## src/rtl/cpu_types_pkg.sv

```systemverilog
// Shared CPU types: RAM word, RAM handshake status and the memory arbiter
// state encoding.
package cpu_types_pkg;

    localparam int unsigned WORD_W   = 32;
    localparam int unsigned STARVE_W = 3;

    typedef logic [WORD_W-1:0] word_t;

    // RAM status reported back to the arbiter every cycle
    typedef enum logic [1:0] {
        FREE   = 2'd0,
        BUSY   = 2'd1,
        ACCESS = 2'd2,
        ERROR  = 2'd3
    } ramstate_t;

    // Arbiter ownership; the encoding is exported on the owner port
    typedef enum logic [1:0] {
        IDLE   = 2'd0,
        IGRANT = 2'd1,
        DGRANT = 2'd2
    } arb_state_t;

endpackage

```

## src/rtl/memory_arbiter.sv

```systemverilog
// memory_arbiter: shares one RAM port between an instruction fetch side and
// a data load/store side.
//   CLK, nRST            clock, asynchronous active-low reset
//   iREN/iaddr           instruction read request / word address
//   iwait/iload          instruction stall / fetched word (valid when iwait low)
//   dREN/dWEN            data read / write request
//   daddr/dstore         data address / write value
//   dwait/dload          data stall / read value (valid when dwait low)
//   ramREN/ramWEN        RAM strobes
//   ramaddr/ramstore     RAM address / write data
//   ramload/ramstate     RAM read data / RAM status
//   owner                current arbiter state encoding
// Data requests win arbitration; after STARVE_MAX consecutive data grants
// made while a fetch is pending, the fetch is forced through.
module memory_arbiter
    import cpu_types_pkg::*;
#(
    parameter int unsigned STARVE_MAX = 4
) (
    input  logic        CLK,
    input  logic        nRST,
    input  logic        iREN,
    input  word_t       iaddr,
    output logic        iwait,
    output word_t       iload,
    input  logic        dREN,
    input  logic        dWEN,
    input  word_t       daddr,
    input  word_t       dstore,
    output logic        dwait,
    output word_t       dload,
    output logic        ramREN,
    output logic        ramWEN,
    output word_t       ramaddr,
    output word_t       ramstore,
    input  word_t       ramload,
    input  ramstate_t   ramstate,
    output logic [1:0]  owner
);

    localparam logic [STARVE_W-1:0] STARVE_LIM = STARVE_W'(STARVE_MAX);

    arb_state_t            r_state;
    arb_state_t            w_next_state;
    logic [STARVE_W-1:0]   r_starve_cnt;
    logic                  w_dreq;
    logic                  w_access;
    logic                  w_starved;

    assign w_dreq    = dREN | dWEN;
    assign w_access  = (ramstate == ACCESS);
    assign w_starved = iREN && (r_starve_cnt == STARVE_LIM);

    // State register
    always_ff @(posedge CLK or negedge nRST) begin
        if (!nRST) begin
            r_state <= IDLE;
        end else begin
            r_state <= w_next_state;
        end
    end

    // Next-state: every grant returns through IDLE, so a request that is
    // still asserted after completion is never granted back-to-back.
    always_comb begin
        w_next_state = r_state;
        case (r_state)
            IDLE: begin
                if (w_dreq && !w_starved) begin
                    w_next_state = DGRANT;
                end else if (iREN) begin
                    w_next_state = IGRANT;
                end else begin
                    w_next_state = IDLE;
                end
            end
            IGRANT: begin
                if (!iREN || w_access) begin
                    w_next_state = IDLE;
                end
            end
            DGRANT: begin
                if (!w_dreq || w_access) begin
                    w_next_state = IDLE;
                end
            end
            default: begin
                w_next_state = IDLE;
            end
        endcase
    end

    // Starvation counter: counts data grants taken while a fetch waits
    always_ff @(posedge CLK or negedge nRST) begin
        if (!nRST) begin
            r_starve_cnt <= '0;
        end else if (r_state == IDLE) begin
            if (w_next_state == DGRANT && iREN) begin
                if (r_starve_cnt < STARVE_LIM) begin
                    r_starve_cnt <= r_starve_cnt + STARVE_W'(1);
                end
            end else if (w_next_state != IDLE) begin
                r_starve_cnt <= '0;
            end
        end
    end

    // Outputs: Moore by state, except wait/load which react to ACCESS.
    // A dropped request (abort) lowers the strobes in the same cycle and
    // never signals completion.
    always_comb begin
        ramREN   = 1'b0;
        ramWEN   = 1'b0;
        ramaddr  = '0;
        ramstore = '0;
        iwait    = 1'b1;
        dwait    = 1'b1;
        iload    = '0;
        dload    = '0;
        owner    = r_state;
        case (r_state)
            IDLE: begin
                iwait = iREN;
                dwait = w_dreq;
            end
            IGRANT: begin
                ramaddr = iaddr;
                if (iREN) begin
                    ramREN = 1'b1;
                    if (w_access) begin
                        iwait = 1'b0;
                        iload = ramload;
                    end
                end
            end
            DGRANT: begin
                ramaddr  = daddr;
                ramstore = dstore;
                if (w_dreq) begin
                    ramWEN = dWEN;
                    ramREN = dREN & ~dWEN;
                    if (w_access) begin
                        dwait = 1'b0;
                        dload = ramload;
                    end
                end
            end
            default: begin
                ramREN = 1'b0;
            end
        endcase
    end

endmodule

```

## config.mk

```make
export PLATFORM = sky130hd
export DESIGN_NAME = memory_arbiter
export DESIGN_NICKNAME = d
export VERILOG_FILES = /design/src/rtl/cpu_types_pkg.sv /design/src/rtl/memory_arbiter.sv
export SDC_FILE = /design/constraint.sdc
export NUM_CORES = 1
export LEC_CHECK = 0
export BUFFER_PORTS_ARGS = -buffer_cell sky130_fd_sc_hd__clkbuf_2
export CAP_MARGIN = 25
export CORE_AREA = 2 2 104 106
export DETAILED_ROUTE_END_ITERATION = 8
export DIE_AREA = 0 0 106 108
export PLACE_DENSITY = 0.57
export SLEW_MARGIN = 40
export SYNTH_ARGS = -nofsm -noshare
export SYNTH_HDL_FRONTEND = slang
export SYNTH_SLANG_ARGS = --single-unit
```

## constraint.sdc

```tcl
create_clock -name CLK -period 2.3 [get_ports CLK]
set_clock_uncertainty 0.15 [all_clocks]
set_input_delay 0.345 -clock CLK [delete_from_list [all_inputs] [get_ports CLK]]
set_output_delay 0.345 -clock CLK [all_outputs]
set_load 0.01 [all_outputs]
```

==> reports/metrics.csv <==
stage,metric,value,unit
clocking,clockRootBuffer,clkbuf_8,
critical_path,reg2regPathDepth,7,
detailed_routing,via_per_inst,4.33,
finish,area_growth,98.0,%
clocking,clockBufferDepth,2,
floorplanning,dieArea,0.0114,mm2
sta,setup_tns,0,ns
global_route,grt_first_pass_wirelength,12300,um
place,gp_congestion,0.902,
synth,synth.most_common_cell,and2_1,
sta,rsz0062_at_grt,true,
clocking,cts-htree-levels,1,
pwr,power_density,783,mW/mm2
synth,syn-mean-instance-area,6.79,um2
synth,ys.flop_type,dfrtp_1,
critical_path,crit_chain,"inv_1, ha_2, inv_4, or4_4, and2_4, a221oi_2, o21ai_1",
finish,multi_input_area,0.00139,mm2
sta,worst_slew_pin_slew,0.360,ns
floorplanning,design.core.area,0.0102,mm2
pwr,irDropWorstVdd,0.322,mV
pwr,p_total,0.00254,W
synth,synthTopCellsByCount,"65 x and2_1, 33 x and3_1, 32 x a22oi_1, 32 x nor2b_1, 22 x clkbuf_1",
clocking,cts_setup_buffers,0,
hold_path,min_path_type,primary input to async pin,
sta,layout_min_cycle_time,2.24,ns
job,maxCapViolations,0,
critical_path,r2r-start,owner[1],
floorplanning,die_x,106,um
global_route,globalRoute.totalOverflow,0,
critical_path,path_max_fanout,4,
synth,synth.area.top_cells,"and2_1 25%, a22oi_1 15%, and3_1 13%",
status,status,finished clean,
finish,regArea,126,um2
clocking,cts.clk_slew.worst_paths,0.04,ns
synth,synth-async-reset-ratio,1.00,
sta,relSlewSlack,0.759,
clocking,cts_made_buffers,3,
critical_path,crit_path_end_kind,register,
floorplanning,initial_utilization,0.160,
place,portBuffers,268,
floorplanning,io_pins,269,
critical_path,r2r_slack,0.06,ns
critical_path,slowest_delay,0.53,ns
pwr,clkPwrFrac,0.064,
synth,yosys.area.top_type,and2_1,
sta,fmax,0.447,GHz
finish,fin_nets,639,
pwr,leakage,1.95,nW
synth,ys_warn_count,0,
detailed_routing,finalWirelength,8400,um
pwr,intPower,0.00127,W
detailed_routing,drtAntennaViolNets,0,
sta,hold_viol,0,
critical_path,slowest_stage,or4_4,
critical_path,worst-endpoint-required,2.25,ns
synth,synth_seq_cells,5,
clocking,clock_latency,0.22,ns
synth,synth_fp_nets,382,
finish,antenna_cells,0,
detailed_routing,drc,0,
critical_path,setup.worst_path.start_class,register,
clocking,cts_tree,yes,
finish,fillers,1091,
synth,synth_area,0.00164,mm2
synth,yosysUniqueCellTypes,34,
global_route,grt_use_total,0.129,
finish,drive_above_1_share,0.592,
sta,finalCritPeriodShare,0.972,
pwr,switching_share,0.498,
critical_path,worstReg2RegEnd,r_starve_cnt[0],
pwr,p_sw,0.00126,W
clocking,clkSinkCount,5,
detailed_routing,wl_per_cell,13.3,um
detailed_routing,firstDrtPassIters,4,
synth,synthCells,241,
detailed_routing,vias,2742,
place,dp_hpwl,7030,um
global_route,grt_antenna_before_repair,0,
synth,synth_edf_count,0,
synth,synth_top_area_frac,0.248,
critical_path,cp-endpoint,r_starve_cnt[0],
sta,setup_viol,0,
critical_path,crit_path_start,owner[1],
floorplanning,rows,37,
critical_path,cp.arrival,2.18,ns
synth,yosysSeqAreaShare,0.0765,
detailed_routing,drtIter0Drc,136,
sta,slew_violations,0,
pwr,pwr-share-seq,0.063,
global_route,grt_pass1_vias,2626,
floorplanning,die_height,108,um
pwr,pwr-share-comb,0.873,
critical_path,worst-setup-path-type,register to register,
global_route,grt_max_degree,53,
==> state kept, by name, summed over array words and instances (netlist names) <==
register      cells
owner             2
r_starve_cnt      3
==> layout by cell type (no fill, tap or decap), types with 2 or more instances in the layout <==
master     netlist  final
and2_1          65     65
buf_12           0      4
a2bb2oi_1        2      2
nor3_1           4      4
o21ai_1          2      2
dfrtp_1          5      4
ha_2             0      2
clkbuf_2         0    268
inv_1            6      6
nor2b_1         32     32
a21oi_1          4      4
and3_1          33     33
clkbuf_8         0      3
a22oi_1         32     32
nand2_1          3      3
a31oi_1          2      2
buf_4            0      2
nor2_1           3      2
ha_1             6      3
==> routing by layer <==
| metal | global-route usage | share of wire | vias up |
|---|---|---|---|
| met3 | 0.0151 | 0.084 | 4 |
| met1 | 0.142 | 0.37 | 1218 |
| met2 | 0.269 | 0.54 | 174 |
| met4 | 0.0160 | 0.0027 | 0 |
| met5 | 0 | 0 | - |
| li1 | - | - | 1346 |
==> cell type report <==
type,count,share of cell area
Clock buffer,4,0.0139
Timing Repair Buffer,277,0.454
Multi-Input combinational cell,203,0.430
Sequential cell,5,0.0390
Tap cell,136,0.0525
Inverter,8,0.0100
==> stage by stage <==
step / area (um2) / util / hold WS [ns] / setup WS (ns) / instances
2_1_floorplan: 1640 / - / -0.101 / 0.132 / 241
3_3_place_gp: 3130 / 0.306 / 0.0133 / 0.155 / 627
3_5_place_dp: 3130 / 0.306 / 0.0158 / 0.0800 / 627
4_1_cts: 3190 / 0.312 / 0.331 / 0.0205 / 632
5_1_grt: 3240 / 0.317 / 0.335 / -0.00243 / 633
6_report: 3240 / 0.317 / 0.320 / 0.0647 / 633
==> worst min path at each step <==
stage          from         endpoint  slack (ns)
6_report       nRST         owner[1]        0.32
4_1_cts        nRST         owner[1]        0.33
5_1_grt        nRST         owner[1]        0.33
3_3_place_gp   nRST  r_starve_cnt[2]        0.01
3_5_place_dp   nRST         owner[1]        0.02
2_1_floorplan  nRST         owner[0]       -0.10
==> what timing repair did <==
action	4_1_cts	5_1_grt
setup endpoints to repair	43	58
cloned	0	1
hold endpoints to repair	5	0
pin swaps	0	1
resized for setup	2	12
hold buffers	1	0
==> cells by family (layout without fill, tap and decap cells) <==
kind of cell	Yosys count	in the layout	synth area share
and+or+nand+nor	147	147	0.559
AOI/OAI and AO/OA	50	50	0.232
buffers and inverters	33	289	0.0872
adders and majority gates	6	6	0.0459
DFF	5	5	0.0765
==> critical path: cells and delay by family, from the launching register on <==
kind                     cells  cell delay [ns]
flip-flops                   1             0.41
buffers and inverters        2             0.21
AND/OR/NAND/NOR              2             0.70
AO/OA/AOI/OAI                2             0.40
adder cells (fa/ha/maj)      1             0.24
==> power groups by stage <==
stage          clock network [W]  registers [W]  logic (W)
3_3_place_gp                   0       0.000154    0.00216
6_report                0.000163       0.000159    0.00222
2_1_floorplan                  0       0.000153    0.00132
5_1_grt                 0.000173       0.000163    0.00243
3_5_place_dp                   0       0.000154    0.00219
4_1_cts                 0.000166       0.000156    0.00221
(Power assumes the default switching activity.)
